--- src/rtl/prescaler_multi.sv ---
// Multi-channel clock prescaler: CH divided square waves plus one-cycle tick strobes.
// Define PRESCALER_SYNC_EN to add the sync_in input that restarts every channel in phase.
module prescaler_multi #(
    parameter int unsigned CH      = 4,
    parameter int unsigned CH_W    = 2,
    parameter int unsigned CNT_W   = 26,
    parameter int unsigned DIV_RST = 49_999_999
) (
    input  logic             clk_in,
    input  logic             reset,
    input  logic [CH-1:0]    enable,
    input  logic             cfg_valid,
    output logic             cfg_ready,
    input  logic [CH_W-1:0]  cfg_ch,
    input  logic [CNT_W-1:0] cfg_div,
`ifdef PRESCALER_SYNC_EN
    input  logic             sync_in,
`endif
    output logic [CH-1:0]    clk_out,
    output logic [CH-1:0]    tick
);

    logic [CNT_W-1:0] cnt_q    [CH];
    logic [CNT_W-1:0] cnt_d    [CH];
    logic [CNT_W-1:0] active_q [CH];
    logic [CNT_W-1:0] active_d [CH];
    logic [CNT_W-1:0] shadow_q [CH];
    logic [CNT_W-1:0] shadow_d [CH];
    logic [CH-1:0]    pending_q, pending_d;
    logic [CH-1:0]    clk_q, clk_d;
    logic [CH-1:0]    tick_q, tick_d;
    logic             sync_req;
    logic             accept;

`ifdef PRESCALER_SYNC_EN
    assign sync_req = sync_in;
`else
    assign sync_req = 1'b0;
`endif

    // Out-of-range channels are always ready so their writes drain and get dropped.
    always_comb begin
        cfg_ready = 1'b1;
        for (int c = 0; c < CH; c++) begin
            if ((32'(cfg_ch) == c) && pending_q[c]) begin
                cfg_ready = 1'b0;
            end
        end
    end

    assign accept = cfg_valid & cfg_ready;

    always_comb begin
        for (int c = 0; c < CH; c++) begin
            cnt_d[c]     = cnt_q[c];
            active_d[c]  = active_q[c];
            shadow_d[c]  = shadow_q[c];
            pending_d[c] = pending_q[c];
            clk_d[c]     = clk_q[c];
            tick_d[c]    = 1'b0;

            if (sync_req || !enable[c]) begin
                cnt_d[c] = '0;
                clk_d[c] = 1'b0;
                if (pending_q[c]) begin
                    active_d[c]  = shadow_q[c];
                    pending_d[c] = 1'b0;
                end
            end else if (cnt_q[c] == active_q[c]) begin
                // Divisor swaps only here, at the period boundary, so clk_out never glitches.
                cnt_d[c]  = '0;
                clk_d[c]  = ~clk_q[c];
                tick_d[c] = 1'b1;
                if (pending_q[c]) begin
                    active_d[c]  = shadow_q[c];
                    pending_d[c] = 1'b0;
                end
            end else begin
                cnt_d[c] = cnt_q[c] + CNT_W'(1);
            end

            if (accept && (32'(cfg_ch) == c)) begin
                shadow_d[c]  = cfg_div;
                pending_d[c] = 1'b1;
            end
        end
    end

    always_ff @(posedge clk_in or posedge reset) begin
        if (reset) begin
            for (int c = 0; c < CH; c++) begin
                cnt_q[c]    <= '0;
                active_q[c] <= CNT_W'(DIV_RST);
                shadow_q[c] <= CNT_W'(DIV_RST);
            end
            pending_q <= '0;
            clk_q     <= '0;
            tick_q    <= '0;
        end else begin
            for (int c = 0; c < CH; c++) begin
                cnt_q[c]    <= cnt_d[c];
                active_q[c] <= active_d[c];
                shadow_q[c] <= shadow_d[c];
            end
            pending_q <= pending_d;
            clk_q     <= clk_d;
            tick_q    <= tick_d;
        end
    end

    assign clk_out = clk_q;
    assign tick    = tick_q;

endmodule

--- config.mk ---
export PLATFORM = sky130hd
export DESIGN_NAME = prescaler_multi
export DESIGN_NICKNAME = d
export VERILOG_FILES = /design/src/rtl/prescaler_multi.sv
export SDC_FILE = /design/constraint.sdc
export NUM_CORES = 1
export LEC_CHECK = 0
export CAP_MARGIN = 20
export CORE_UTILIZATION = 57
export CTS_CLUSTER_SIZE = 14
export DETAILED_ROUTE_END_ITERATION = 6
export GPL_TIMING_DRIVEN = 0
export PLACE_DENSITY_LB_ADDON = 0.12
export SLEW_MARGIN = 10
export SYNTH_ARGS = -nofsm -noshare
export SYNTH_HDL_FRONTEND = slang
export SYNTH_SLANG_ARGS = --single-unit
--- constraint.sdc ---
create_clock -name clk_in -period 18.27 [get_ports clk_in]
set_input_delay 2.7405 -clock clk_in [delete_from_list [all_inputs] [get_ports clk_in]]
set_output_delay 2.7405 -clock clk_in [all_outputs]
set_load 0.02 [all_outputs]
* After elaboration in Yosys (flattened, before gate mapping)
Index checks and enable logic that the tools add are counted.
Storage, ports and cells: register bits 324, bits of input ports 35, output and inout port bits 9, word-level logic and storage cells 106
Operators by class: add/sub/neg operators 4, equal/unequal tests 15, mux-type cells 52, bitwise gates (word level) 5, reductions and logical operators 9
Operator list (number):
- $mux 26 | 20
- $add 26x1->26 const B | 4
- $eq 26x26->1 | 4
- $mux 1 | 32
- $ne 3x1->1 const B | 4
- $logic_and 1x1->1 | 8
- $ne 2x1->1 const B | 4
- $eq 2x2->1 const B | 2
- $not 1->1 | 4
- $eq 2x1->1 const B | 1
- $logic_not 2->1 | 1
- $and 1x1->1 | 1

* Depth between registers and ports, before layout
Gate-level depths: netlist (run 1).
depth in word-level cells 9, mapped depth 7, depth with buffers taken out 6

* Worst setup path after synthesis (run 1)
Ideal clock, no wire load.
kind input -> output, start input cfg_ch[0], end output cfg_ready, arrival time 3.593 ns, required time 15.530 ns, slack 11.937 ns, cell stages on the path 3, path through clkbuf_1 mux4_2 inv_1
On the way: cells in the longest elaborated chain, start to end 6, elaborated cells between the ends (all ways) 12, classes of those cells eq/ne (3); mux (4); reduce/logical (5)
Ends and longest elaborated chain:
- start, declared | line 14 | input logic [CH_W-1:0] cfg_ch,
- $logic_not 2->1 | line 45 | if ((32'(cfg_ch) == c) && pending_q[c]) begin
- $logic_and 1x1->1 | line 45
- $mux 1 (3 in a row) | line 45
- $mux 1 (*) | line 45
- end, declared | line 13 | output logic cfg_ready,
Mark *: on every way between the ends. The rest lies on a longest branch, timed or not.

* Worst setup path in the final report (run 1)
start input cfg_ch[1], end output cfg_ready
Same word-level chain as after synthesis.

==> key figures, run 1 <==
Power
  • Sw Pwr: 0.000556 W
  • Part of the power in combinational logic: 17.7%
  • Clk network pwr share: 32.6%
  • Peak VDD IR: 0.0838 mV
  • Static leakage: 7.53 nW
  • Flop pwr share: 49.8%
  • Sw Ratio: 25.1%
  • P_int: 0.00166 W
  • Power Dens Cells: 131 nW/um2

Flow run
  • Max-Cap Viols: 0

STA
  • Period Utilization, post-route: 38.9%
  • Max_slew headroom: 23.0%
  • Final min period: 7110 ps
  • Slew @ Worst Pin: 1150 ps
  • RSZ-0062 raised after global routing: no
  • Clk_skew: 13.0 ps
  • Max Clk Rate: 141 MHz
  • Final Hold Vio Count: 0
  • Max-slew violations: 0
  • # setup viols final: 0
  • Setup TNS: 0 ps

Floorplanning
  • Initial Util: 58.5%
  • Die height: 163 um
  • Die ar.: 26700 um2
  • Core ar.: 25400 um2
  • Die Wd: 163 um
  • I/O Pins: 44
  • Row cnt: 58

GRT
  • Grt met3 use: 3.81%
  • GRT Util Overall: 24.4%
  • GRT busiest layer: met2
  • Initial antenna violation count: 1
  • Largest net degree at the start of global routing: 123
  • Vias in the first global route: 8733
  • Gr ovfl total: 0
  • Met2 usage: 38.2%
  • Met1 Usage GRT: 34.8%
  • Global-route wire length before repair: 49100 um

Worst setup path
  • Startpoint types: input port
  • Crit. End Element: output pin
  • Data required time of the worst path: 15530 ps
  • Worst EP arrival: 4370 ps
  • CP max FO: 5
  • Setup CP Type: in -> out

Logic synthesis
  • Netlist cell types: 37
  • Syn Inst Count: 1131
  • FFs w/ async S/R, synth: 100%
  • Number of flops mapped to enable cells by yosys: 0
  • Top FF cell, synth: dfrtp_1
  • Syn. warnings: 0
  • Sequential fraction of the synthesis area: 55.8%
  • Syn nets: 1170
  • Synthesis-stage register bit count: 324
  • Syn Area/Cell: 13.1 um2
  • Mapped Area: 14900 um2

Clock network
  • Post-CTS Repair Setup Buffers: 0
  • Clock transition at path regs: 60 ps
  • CTS resizes: 0
  • CTS Hold Bufs: 0
  • Clock Latency Late Sink: 510 ps
  • Root Driver: clkbuf_16
  • Clock buffer depth: 3
  • TritonCTS clock tree: yes
  • H-tree levels: 2
  • Clock Sinks: 324
  • Number of buffers created by CTS: 35

Route
  • Via Count: 8712
  • Antenna-violating nets left: 0
  • Detailed-route wire length per cell: 19.6 um
  • DRT iter0 DRCs: 557
  • # DRC: 0
  • 1st-pass router iterations: 4
  • Via-to-Cell Ratio: 5.53
  • Routed wire length: 30800 um

Layout
  • Post-route core utilization: 66.8%
  • Share of cells above drive strength 1: 35.4%
  • Nets@finish: 1256
  • Area growth, synth to finish: 14.2%

Min path
  • Min-Delay Path Class: reg -> reg

Placed design
  • GPL Wtd Cong: 0.819
  • Port Buffers: 42
  • Post-DP HPWL: 20700 um

Status
  • Status: complete, no violations
==> cell usage after synthesis, types with 2 or more instances <==
master | number | share of area, %
and3_1 | 18 | 0.76
nor2_1 | 127 | 3.2
o31ai_2 | 4 | 0.34
and4_1 | 7 | 0.41
nand4_1 | 36 | 1.5
buf_8 | 2 | 0.20
xor2_1 | 155 | 9.1
nand2_1 | 36 | 0.91
o21bai_1 | 3 | 0.15
o41a_1 | 4 | 0.30
nor3_1 | 13 | 0.44
xnor2_1 | 45 | 2.7
mux2_4 | 80 | 8.1
dfrtp_1 | 180 | 30
nand2b_1 | 7 | 0.29
mux2i_1 | 4 | 0.27
nand3_1 | 46 | 1.6
and2_1 | 7 | 0.29
mux2_2 | 128 | 9.7
dfstp_2 | 144 | 25
clkbuf_2 | 2 | 0.067
inv_1 | 14 | 0.35
ha_1 | 4 | 0.34
buf_2 | 2 | 0.067
buf_6 | 6 | 0.45
nor4_1 | 24 | 1.0
clkbuf_1 | 20 | 0.51
buf_12 | 4 | 0.54
==> stage by stage <==
| stage | cells | total power (W) | hold slack [ps] | cell area [um2] | worst slack [ps] |
|---|---|---|---|---|---|
| CTS | 1572 | 0.00224 | 494 | 17000 | 11150 |
| finish | 1574 | 0.00222 | 497 | 17000 | 11160 |
| detailed placement | 1509 | 0.00151 | 490 | 15800 | 11160 |
| global route | 1573 | 0.00232 | 510 | 17000 | 11090 |
| floorplan | 1131 | 0.00139 | 475 | 14900 | 6800 |
| global placement | 1503 | 0.00149 | 485 | 15700 | 2830 |
==> cell type report <==
| class | instances | area (um2) |
|---|---|---|
| flip-flops and latches | 324 | 8290 |
| diodes | 1 | 2.50 |
| repair buffers | 49 | 500 |
| plain buffers | 37 | 277 |
| clock buffers | 53 | 1090 |
| fillers | 1917 | 8440 |
| clock inverters | 10 | 103 |
| inverters | 14 | 60.1 |
| well taps | 330 | 413 |
| multi-input cells | 756 | 6230 |
==> layout by cell type, fill, tap and decap left out, types with 2 or more instances in the layout <==
cell / instances
o21bai_1: 3
and4_1: 7
clkbuf_16: 37
and3_1: 18
o41a_1: 4
buf_6: 6
o31ai_2: 4
nor2_1: 127
nand3_1: 46
bufinv_16: 2
nor3_1: 13
mux2_4: 80
nand2_1: 36
xnor2_1: 45
nor4_1: 24
xor2_1: 155
clkdlybuf4s50_1: 42
buf_8: 2
clkbuf_2: 2
mux2i_1: 4
dfrtp_1: 180
buf_16: 2
clkinv_2: 7
and2_1: 7
clkbuf_8: 10
ha_1: 4
buf_12: 4
dfstp_2: 144
clkbuf_1: 26
inv_1: 13
nand2b_1: 7
nand4_1: 36
buf_2: 7
mux2_2: 128
==> logic make-up after synthesis <==
group	after synthesis	share of synthesized area [%]
AO/OA/AOI/OAI	12	0.826
flip-flops	324	55.8
adder cells (fa/ha/maj)	4	0.337
buffers and inverters	51	2.22
multiplexers	213	18.2
AND/OR/NAND/NOR	327	10.8
XOR/XNOR	200	11.8
==> worst paths after layout <==
path                                           from                       end  slack, ps  cells past startpoint
setup / recovery                          cfg_ch[1]                 cfg_ready      11160                      4
hold / removal             shadow_q[86]$_DFFE_PP0P_  active_q[86]$_DFFE_PP0P_        500                      1
setup reg to reg           active_q[27]$_DFFE_PP1P_       cnt_q[38]$_DFF_PP0_      15360                      6
hold reg to reg            shadow_q[86]$_DFFE_PP0P_  active_q[86]$_DFFE_PP0P_        500                      1
max in group asynchronous                     reset  active_q[61]$_DFFE_PP0P_      14540                      3
min in group asynchronous                     reset       cnt_q[19]$_DFF_PP0_       2710                      2
==> metal layers <==
| metal | wire length, um | vias up |
|---|---|---|
| li1 | - | 4072 |
| met1 | 14000 | 4433 |
| met2 | 14500 | 154 |
| met3 | 1570 | 53 |
| met4 | 724 | 0 |
| met5 | 0 | - |
==> power by group through the flow <==
stage                     combinational [W]  clock, W  sequential [W]
final                              0.000392  0.000722         0.00110
after global routing               0.000428  0.000766         0.00113
after CTS                          0.000397  0.000736         0.00111
after detailed placement           0.000395         0         0.00111
after global placement             0.000381         0         0.00111
after floorplan                    0.000327         0         0.00106
==> worst max-delay path: stages <==
cell and delay (ps):
clkdlybuf4s50_1 600, mux4_2 360, inv_1 70, clkdlybuf4s50_1 590
==> flip-flops by register name, indices dropped and copies added, names as in the netlist <==
register	count
active_q	104
cnt_q	104
shadow_q	104
clk_out	4
pending_q	4
tick	4
Note: power is estimated with default switching activity, not from simulation.
==> inputs of run 2 (changes only) <==
Clock period 18.27 ns to 7.35 ns, I/O delays scaled along.
==> run 2 against run 1 <==
  * Critical path depth unchanged
  * First-iteration DRC count decreased by 20%
  * Global-route usage increased by 1.1 points
  * Power increased to 2.5 times the previous value
  * Register-to-register slack got worse by 11000 ps
  * Sequential power increased by 150%
  * Combinational power increased to 2.5 times the previous value
  * Utilization increased by 0.59 points
  * Sequential cell count unchanged
  * Routed wire length increased by 1.9%
  * Highest routed layer unchanged
==> key figures, run 2 (synthesis results as in run 1) <==
Clock network
  • Root Driver: clkbuf_16
  • CTS Hold Bufs: 0 (unchanged)
  • TritonCTS clock tree: yes
  • Clock Sinks: 324 (unchanged)
  • Post-CTS Repair Setup Buffers: 0 (unchanged)
  • Number of buffers created by CTS: 35 (unchanged)
  • CTS resizes: 0 (unchanged)
  • H-tree levels: 2 (unchanged)
  • Clock buffer depth: 3 (unchanged)
  • Clock Latency Late Sink: 520 ps (about the same)
  • Clock transition at path regs: 60 ps (about the same)

Worst setup path
  • Startpoint types: input port
  • Critical-path top delay cell: clkdlybuf4s50_1
  • Worst EP arrival: 2710 ps (-1660 ps)
  • CP max stage delay: 590 ps (about the same)
  • Setup CP Type: in -> out
  • CP max FO: 5 (unchanged)
  • Crit path top cell by count: clkdlybuf4s50_1
  • Crit. End Element: output pin
  • Data required time of the worst path: 6250 ps (-9280 ps)
  • Crit-path cells: clkdlybuf4s50_1 -> mux4_2 -> inv_1 -> clkdlybuf4s50_1

Floorplanning
  • Core ar.: 25400 um2 (unchanged)
  • I/O Pins: 44 (unchanged)
  • Row cnt: 58 (unchanged)
  • Die ar.: 26700 um2 (unchanged)
  • Initial Util: 58.5% (unchanged)
  • Die Wd: 163 um (unchanged)
  • Die height: 163 um (unchanged)

STA
  • Period Utilization, post-route: 51.8%
  • Final WS setup: 3540 ps (-7620 ps)
  • Final Hold Vio Count: 0 (unchanged)
  • Final min period: 3810 ps
  • Max-slew violations: 0 (unchanged)
  • Max Clk Rate: 262 MHz
  • # setup viols final: 0 (unchanged)
  • RSZ-0062 raised after global routing: no
  • Max_slew headroom: 33.5% (+11 points)
  • Clk_skew: 9.42 ps (-3.54 ps)
  • Setup TNS: 0 ps (unchanged)
  • Slew @ Worst Pin: 990 ps (-163 ps)

GRT
  • Met1 Usage GRT: 36.5% (+1.6 points)
  • Global-route wire length before repair: 51400 um (+4.7%)
  • GRT busiest layer: met2
  • Gr ovfl total: 0 (unchanged)
  • Met2 usage: 39.8% (+1.7 points)
  • Initial antenna violation count: 0 (-1)
  • Largest net degree at the start of global routing: 40 (-67%)
  • Vias in the first global route: 9120 (+4.4%)
  • Grt met3 use: 3.35% (-0.46 points)
  • GRT Util Overall: 25.4% (+1.1 points)

Layout
  • Final Cell Area: 17100 um2 (+0.88%)
  • # diodes: 0 (-1)
  • Share of cells above drive strength 1: 35.9% (+0.47 points)
  • Post-route core utilization: 67.4% (+0.59 points)
  • Area growth, synth to finish: 15.2%
  • Nets@finish: 1262 (+0.48%)
  • Commonest non-fill, non-tap cell in the layout: dfrtp_1
  • Top flop regs: active_q: 104 flops, cnt_q: 104 flops, shadow_q: 104 flops
  • Most frequent cells in the layout: dfrtp_1 (180), xor2_1 (155), dfstp_2 (144), mux2_2 (128), nor2_1 (127)

Power
  • Power Dens Cells: 325 nW/um2 (+150%)
  • Static leakage: 7.58 nW (+0.66%)
  • Peak VDD IR: 0.200 mV (+140%)

Placed design
  • GPL Wtd Cong: 0.843 (+2.9%)
  • DP Area: 15900 um2 (+0.75%)
  • Pre-CTS setup slack: 3550 ps (-7610 ps)
  • Port Buffers: 42 (unchanged)
  • Post-DP HPWL: 21700 um (+4.7%)

Route
  • DRT iter0 DRCs: 448 (-20%)
  • Routed wire length: 31400 um (+1.9%)
  • 1st-pass router iterations: 4 (unchanged)
  • Via-to-Cell Ratio: 5.49 (-0.82%)
  • Antenna-violating nets left: 0 (unchanged)
  • # DRC: 0 (unchanged)
  • Via Count: 8668 (-0.51%)
  • Detailed-route wire length per cell: 19.9 um (+1.5%)

Status
  • Status: complete, no violations

Flow run
  • Max-Cap Viols: 0 (unchanged)

Min path
  • Min-Delay Path Class: reg -> reg
==> run 2: cell count changes in the layout (fill, tap and decap cells not counted), sizes merged <==
cell | previous run | this run
buf | 22 | 26
clkinvlp | 1 | 4
clkbuf | 75 | 77
clkinv | 7 | 5
diode | 1 | 0
inv | 14 | 13
==> run 2: per-stage QoR <==
stage	power [W]	hold slack, ps	instances
6_report	0.00556	498	1579
5_1_grt	0.00581	516	1579
4_1_cts	0.00562	497	1577
3_5_place_dp	0.00377	487	1514
3_3_place_gp	0.00371	482	1503
2_1_floorplan	0.00346	475	1131
==> run 2: area by class of cell <==
cell class                 instances  area, um2
sequential                       324       8290
fill                            1874       8290
multi-input combinational        756       6240
clock buffer                      53       1110
timing repair buffer              55        623
tap                              330        413
buffer                            37        277
clock inverter                    10        108
inverter                          14       56.3
==> run 2: path summary, 6_finish.rpt <==
kind	startpoint	endpoint	slack, ps	depth (start not counted)
max	cfg_ch[1]	cfg_ready	3540	4
min	shadow_q[36]$_DFFE_PP0P_	active_q[36]$_DFFE_PP0P_	500	1
max reg2reg	active_q[43]$_DFFE_PP1P_	cnt_q[47]$_DFF_PP0_	4490	6
min reg2reg	shadow_q[36]$_DFFE_PP0P_	active_q[36]$_DFFE_PP0P_	500	1
max in group asynchronous	reset	active_q[40]$_DFFE_PP1P_	5030	5
min in group asynchronous	reset	cnt_q[96]$_DFF_PP0_	1100	2
==> run 2: power breakdown <==
group          leakage, nW  total [W]  internal (W)  switching (W)
clock network        0.594    0.00183       0.00111       0.000713
registers             3.89    0.00275       0.00242       0.000323
logic                 3.10   0.000990      0.000626       0.000364
==> run 2: metal layers <==
layer  share of wire [%]  wire [um]
met4                 3.0        928
met3                 2.9        917
met2                  47      14800
met1                  47      14800
met5                   0          0
==> run 2: critical path, delay by kind of cell <==
| kind | cells | cell delay (ps) |
|---|---|---|
| buffers and inverters | 3 | 1240 |
| multiplexers | 1 | 360 |
==> inputs of run 3 (changes only) <==
Clock period 7.35 ns to 3.7 ns, I/O delays scaled along.
==> results of run 3 <==
The final DEF is identical to that of run 2. Status: complete, no violations.
Main changes from that run: setup slack after placement 3550 ps -> 542 ps; setup slack after layout 3540 ps -> 841 ps; start point of the critical path cfg_ch[1] -> active_q[43]$_DFFE_PP1P_; end point of the critical path cfg_ready -> cnt_q[47]$_DFF_PP0_; register-to-register setup slack 4490 ps -> 840 ps; total power 0.00556 W -> 0.0110 W; worst IR drop on VDD 0.200 mV -> 0.397 mV
